**src/rtl/rst_sequencer.sv**
```systemverilog
// rtl/rst_sequencer.sv - staged reset-release controller for downstream domains
// Holds every domain in reset, then releases them in order as each acknowledges.
module rst_sequencer #(
  parameter int NUM_DOMAINS = 4,
  parameter int HOLD_CYCLES = 16,
  parameter int ACK_TIMEOUT = 255
) (
  input  logic                   CLK,
  input  logic                   RST,
  input  logic                   SW_RST_REQ,
  input  logic [NUM_DOMAINS-1:0] DOMAIN_ACK,
  output logic [NUM_DOMAINS-1:0] DOMAIN_RST_N,
  output logic                   SEQ_DONE,
  output logic                   SEQ_ERR,
  output logic [2:0]             ERR_DOMAIN
);

  typedef enum logic [1:0] {HOLD, WAIT_ACK, DONE, ERROR} state_t;

  localparam logic [2:0]             LAST_IDX  = 3'(NUM_DOMAINS - 1);
  localparam logic [7:0]             HOLD_LAST = 8'(HOLD_CYCLES - 1);
  localparam logic [7:0]             TO_LAST   = 8'(ACK_TIMEOUT - 1);
  localparam logic [NUM_DOMAINS-1:0] ONE       = {{(NUM_DOMAINS-1){1'b0}}, 1'b1};

  state_t                   state, state_nxt;
  logic [7:0]               cnt, cnt_nxt;
  logic [2:0]               idx, idx_nxt;
  logic [2:0]               idx_inc;
  logic [NUM_DOMAINS-1:0]   rst_n_nxt;
  logic                     done_nxt, err_nxt;
  logic [2:0]               err_dom_nxt;
  logic [7:0]               ack_ext;
  logic                     ack_cur;

  // Widen so the 3-bit index selects cleanly for any legal domain count.
  assign ack_ext = 8'(DOMAIN_ACK);
  assign ack_cur = ack_ext[idx];
  assign idx_inc = idx + 3'd1;

  always_comb begin
    state_nxt   = state;
    cnt_nxt     = cnt;
    idx_nxt     = idx;
    rst_n_nxt   = DOMAIN_RST_N;
    done_nxt    = SEQ_DONE;
    err_nxt     = SEQ_ERR;
    err_dom_nxt = ERR_DOMAIN;
    case (state)
      HOLD: begin
        rst_n_nxt = '0;
        if (cnt == HOLD_LAST) begin
          state_nxt = WAIT_ACK;
          cnt_nxt   = 8'd0;
          idx_nxt   = 3'd0;
          rst_n_nxt = ONE;
        end else begin
          cnt_nxt = cnt + 8'd1;
        end
      end
      WAIT_ACK: begin
        if (ack_cur) begin
          if (idx < LAST_IDX) begin
            idx_nxt   = idx_inc;
            cnt_nxt   = 8'd0;
            rst_n_nxt = DOMAIN_RST_N | (ONE << idx_inc);
          end else begin
            state_nxt = DONE;
            done_nxt  = 1'b1;
          end
        end else if (cnt == TO_LAST) begin
          state_nxt   = ERROR;
          err_nxt     = 1'b1;
          err_dom_nxt = idx;
          rst_n_nxt   = '0;
        end else begin
          cnt_nxt = cnt + 8'd1;
        end
      end
      DONE:    ;
      ERROR:   rst_n_nxt = '0;
      default: state_nxt = HOLD;
    endcase
  end

  // A software restart is indistinguishable from a hard reset.
  always_ff @(posedge CLK) begin
    if (RST || SW_RST_REQ) begin
      state        <= HOLD;
      cnt          <= 8'd0;
      idx          <= 3'd0;
      DOMAIN_RST_N <= '0;
      SEQ_DONE     <= 1'b0;
      SEQ_ERR      <= 1'b0;
      ERR_DOMAIN   <= 3'd0;
    end else begin
      state        <= state_nxt;
      cnt          <= cnt_nxt;
      idx          <= idx_nxt;
      DOMAIN_RST_N <= rst_n_nxt;
      SEQ_DONE     <= done_nxt;
      SEQ_ERR      <= err_nxt;
      ERR_DOMAIN   <= err_dom_nxt;
    end
  end

endmodule

```
**config.mk**
```make
export PLATFORM = sky130hd
export DESIGN_NAME = rst_sequencer
export DESIGN_NICKNAME = d
export VERILOG_FILES = /design/src/rtl/rst_sequencer.sv
export SDC_FILE = /design/constraint.sdc
export NUM_CORES = 1
export LEC_CHECK = 0
export CAP_MARGIN = 20
export CORE_UTILIZATION = 35
export CTS_BUF_LIST = sky130_fd_sc_hd__clkbuf_8
export DETAILED_ROUTE_END_ITERATION = 10
export PLACE_DENSITY_LB_ADDON = 0.05
export SETUP_SLACK_MARGIN = 0.4
export SYNTH_ARGS = -nofsm -noshare
export SYNTH_HDL_FRONTEND = slang
export SYNTH_SLANG_ARGS = --single-unit
```
**constraint.sdc**
```tcl
create_clock -name CLK -period 2.27 [get_ports CLK]
set_clock_uncertainty 0.2 [all_clocks]
set_input_delay 0.3405 -clock CLK [delete_from_list [all_inputs] [get_ports CLK]]
set_output_delay 0.3405 -clock CLK [all_outputs]
set_load 0.01 [all_outputs]
```
; ---- Yosys cells after proc, flatten, opt, wreduce, memory -nomap -nowiden
; Cells that the tools add are included.
[totals]
ram_bits = 0
elab_cells = 57
output_inout_bits = 9
latchBits = 0
reg_bits = 22
n_memories = 0
input_bits = 7
rom_bits = 0
[classes]
mux = 21
n_div = 0
eq_ne = 11
n_bitwise = 3
n_lt_le_gt_ge = 2
n_reduce_logical = 10
addsub = 2
multipliers = 0
shifts = 1
[op_table]
columns = cell, n
row1 = $mux W8, 4
row2 = $pmux W8 S2, 1
row3 = $mux W4, 3
row4 = $ne A3 B3 Y1 const B, 4
row5 = $pmux W4 S3, 1
row6 = $reduce_and A3 Y1, 4
row7 = $mux W3, 3
row8 = $add A8 B1 Y8 const B, 1
row9 = $eq A8 B4 Y1 const B, 1
row10 = $eq A8 B8 Y1 const B, 1
row11 = $mux W2, 4
row12 = $reduce_and A4 Y1, 2
row13 = $ne A2 B2 Y1 const B, 3
row14 = $pmux W3 S2, 1
row15 = $lt A3 B4 Y1 const B, 1
row16 = $or A4 B4 Y4, 1
row17 = $pmux W2 S2, 1
row18 = $shl A1 B3 Y4 const A, 1
row19 = $add A3 B1 Y3 const B, 1
row20 = $bmux W1 S3, 1
row21 = $lt A3 B2 Y1 const B, 1
row22 = $reduce_bool A3 Y1, 1
row23 = $eq A2 B1 Y1 const B, 1
row24 = $eq A2 B2 Y1 const B, 1
row25 = 5 further kinds, 7

; ---- Depth between registers and ports, before layout
[logic_depth]
ltp_word = 6
ltp_mapped = 9
mapped_depth_nobuf = 7

; ---- Least setup slack after synthesis
; OpenSTA, ideal clock, no wires.
[synth_path]
path_type = reg2reg
start = reg idx[0]
end = reg cnt[2]
synth_period_minus_slack_ns = 2.154
stages_incl_launch_ff = 7
path_buffers = 2
setup_slack_ns = 0.116
arrival_time_ns = 1.884
setup_ns = 0.071
cell_sequence = dfxtp_1 buf_6 mux4_2 and2_4 buf_6 or4b_1 a21oi_1
[synth_via]
elab_chain_cells = 4
[synth_rtl]
columns = item, line
row1 = "start, declared", 27  ; logic [2:0] idx, idx_nxt;
row2 = "start signal, assigned", 98  ; idx <= idx_nxt;
row3 = $bmux W1 S3, 37  ; assign ack_cur = ack_ext[idx];
row4 = $mux W1 (not written as such), 37
row5 = $ne A3 B3 Y1 (no line) or $mux W8 (tied branches), --
row6 = $reduce_and A3 Y1 (no line) or $pmux W8 S2 (tied branches), --
row7 = "end signal, assigned", 97  ; cnt <= cnt_nxt;
row8 = "end, declared", 26  ; logic [7:0] cnt, cnt_nxt;
; Parallel ways exist; a longest one is shown, timed or not. The select of a mux whose other input is x is not followed.
; A chain may end at the register's enable or synchronous reset.

; ---- Worst setup path in the final report
; Same ends and word-level chain as after synthesis.

==> results.yml <==
routing:
  dr_wl_met3_um: 83
  wl_met1_um: 1710
  ant_nets: 0
  met2_wirelength_um: 1420
  wl_per_cell_um: 13.6
  drc: 0
  dr.max_layer_used: "met4"
  dr.first_iter.drc_count: 58
  vias: 1274
  viasPerCell: 5.31
  firstDrtPassIters: 4
  wirelength_um: 3260
timing:
  holdWs_ns: 0.279
  maxSlewViolCount: 0
  fmax_ghz: 0.512
  finalSetupViolations: 0
  tightestPinTransition_ns: 0.339
  period_share: 0.860
  finalCriticalPeriod_ns: 1.95
  rsz0062_at_grt: "yes"
  maxSlewHeadroom: 0.774
  hold_viol: 0
  setup_ws_ns: 0.317
synth:
  yosys.area_share.simple: 0.218
  syn_inst: 151
  synth_mux_area_frac: 0.0561
  yosysSeqAreaShare: 0.340
  synth_area_um2: 1290
  synth_compound_area_frac: 0.230
  synth_xor_area_frac: 0.00677
  syn-mean-instance-area_um2: 8.57
  netlist-cell-type-count: 43
  yosys_warnings: 0
  synth_ff_type: "dfxtp_1"
  synthArstFlopShare: 0
  synthAdderAreaFrac: 0.0967
  synth_edf_count: 0
  synth_top_family_by_area: "compound AO/OA/AOI/OAI gates"
  ys_ff_latch: 22
  synth_fp_nets: 168
worst_setup_path:
  setup.worst_path.start_class: "register"
  path_max_fanout: 4
  max_stage_delay_ns: 0.54
  crit_buf_inv: 0
  rr_startpoint: "idx[0]"
  critPathLaunch: "idx[0]"
  worstSetupPathType: "register to register"
  required_ns: 2.26
  crit_family: "simple AND/OR/NAND/NOR gates"
  arrival_ns: 1.94
  end_kind: "register"
  crit_chain: "mux4_2 > and2_4 > or4b_1 > a21oi_1"
  crit_slowest_cell: "mux4_2"
placement:
  hpwl_um: 2360
  dp_worst_setup_slack_ns: -0.0616
  gp_congestion: 0.824
  port-buffer-count: 15
cts:
  cts_tree: "yes"
  cts_root_buffer: "clkbuf_8"
  cts_max_path_buffers: 2
  cts.clk_slew.worst_paths_ns: 0.08
  cts_htree_levels: 1
  cts_buffers: 3
  cts_sinks: 22
  hold_buffers: 0
  clk_latency_ns: 0.26
floorplan:
  io_pins: 16
  die_area_um2: 3940
  die_h_um: 62.8
  coreArea_um2: 3440
  rows: 21
  die_w_um: 62.8
  start_util: 0.376
min_path:
  worstHoldPathType: "register to register"
  hp-start: "SEQ_DONE"
flow_run:
  maxCapViolCount: 0
global_routing:
  grt_pass1_vias: 1229
  grt_usage: 0.177
  grt_pass1_wl_um: 5530
  grt_max_degree: 12
  grt_antenna_before_repair: 0
  overflow: 0
power_and_ir_drop:
  p_leak_nw: 0.710
  power_density_nw_per_um2: 346
  vdd_drop_max_mv: 0.223
finish:
  postLayoutCoreUtil: 0.562
  most-common-layout-cells: "buf_4, nor2_1, dfxtp_1, clkdlybuf4s50_1"
  final_common_cell: "buf_4"
  drive_gt1_frac: 0.412
  finalNetCount: 213
  area_growth_syn_to_layout_pct: 49.6
  nFillCells: 320
  num_antenna_cells: 0
run_status:
  outcome: "complete, no violations"
## synth_stat cells, drive strengths merged, types with 2 or more instances
master	number	area, µm²
a21o	2	16.3
a21oi	11	55.1
a31oi	5	31.3
and2	3	22.5
and3	2	12.5
buf	2	22.5
clkbuf	5	18.8
dfxtp	22	440
ha	10	125
inv	7	26.3
mux2i	5	50.1
nand2	10	37.5
nand2b	2	12.5
nand3	4	20.0
nand4	4	25.0
nor2	14	52.6
nor3	3	15.0
o211ai	2	15.0
o21a	3	22.5
o21ai	6	30.0
o22ai	3	18.8
o31ai	4	30.0
or2	3	18.8
or3	5	31.3
## area by class of cell
type / count / area, µm² / area share
timing repair buffer: 47 / 400 / 0.207
inverter: 7 / 28.8 / 0.0149
tap: 46 / 57.6 / 0.0297
clock buffer: 3 / 41.3 / 0.0213
sequential: 22 / 462 / 0.239
multi-input combinational: 115 / 946 / 0.489
## cell families (layout without fill, tap and decap cells)
kind of cell / count (synthesis) / count (layout)
AO/OA/AOI/OAI: 44 / 44
AND/OR/NAND/NOR: 54 / 54
flip-flops: 22 / 22
XOR/XNOR: 1 / 1
buffers and inverters: 14 / 57
adder cells (fa/ha/maj): 10 / 10
multiplexers: 6 / 6
## repair_timing
action                                  CTS  global route
setup buffers                             7             4
pin swaps                                 5             9
endpoints found under the setup margin   14            20
resized for setup                        26            30
## worst reg2reg max path: stages, from the launching register on
cell and delay [ns]:
dfxtp_4 0.38, mux4_2 0.54, and2_4 0.16, or4b_1 0.46, a21oi_1 0.14
## routing by layer
metal | vias up | global-route usage
met5 | - | 0
met4 | 0 | 0.0756
met3 | 5 | 0.0237
met2 | 26 | 0.276
met1 | 601 | 0.242
li1 | 642 | -
## through the flow
step	instance area, µm²	std cells	power (mW)	TNS, ns
3_5_place_dp	1640	226	0.436	-0.116
4_1_cts	1820	236	0.677	0
6_report	1940	240	0.670	0
2_1_floorplan	1340	151	0.413	0
3_3_place_gp	1640	226	0.435	-0.0554
5_1_grt	1940	240	0.705	0
## state kept, by name, indices dropped and copies added (netlist names)
name / flops
state: 2
cnt: 8
idx: 3
SEQ_ERR: 1
DOMAIN_RST_N: 4
ERR_DOMAIN: 3
SEQ_DONE: 1
## report_power, final
part	leakage (nW)	internal, mW	switching, mW
clock network	0.0216	0.118	0.120
logic	0.505	0.0245	0.0221
registers	0.184	0.384	0.00120
## worst paths after layout
check / endpoint / slack (ns) / cells past startpoint
worst max-delay path: cnt[2] / 0.32 / 4
worst min-delay path: SEQ_DONE / 0.28 / 1
worst max register to register: cnt[2] / 0.32 / 4
worst min register to register: SEQ_DONE / 0.28 / 1
No activity file was read; power rests on OpenSTA's default activity.
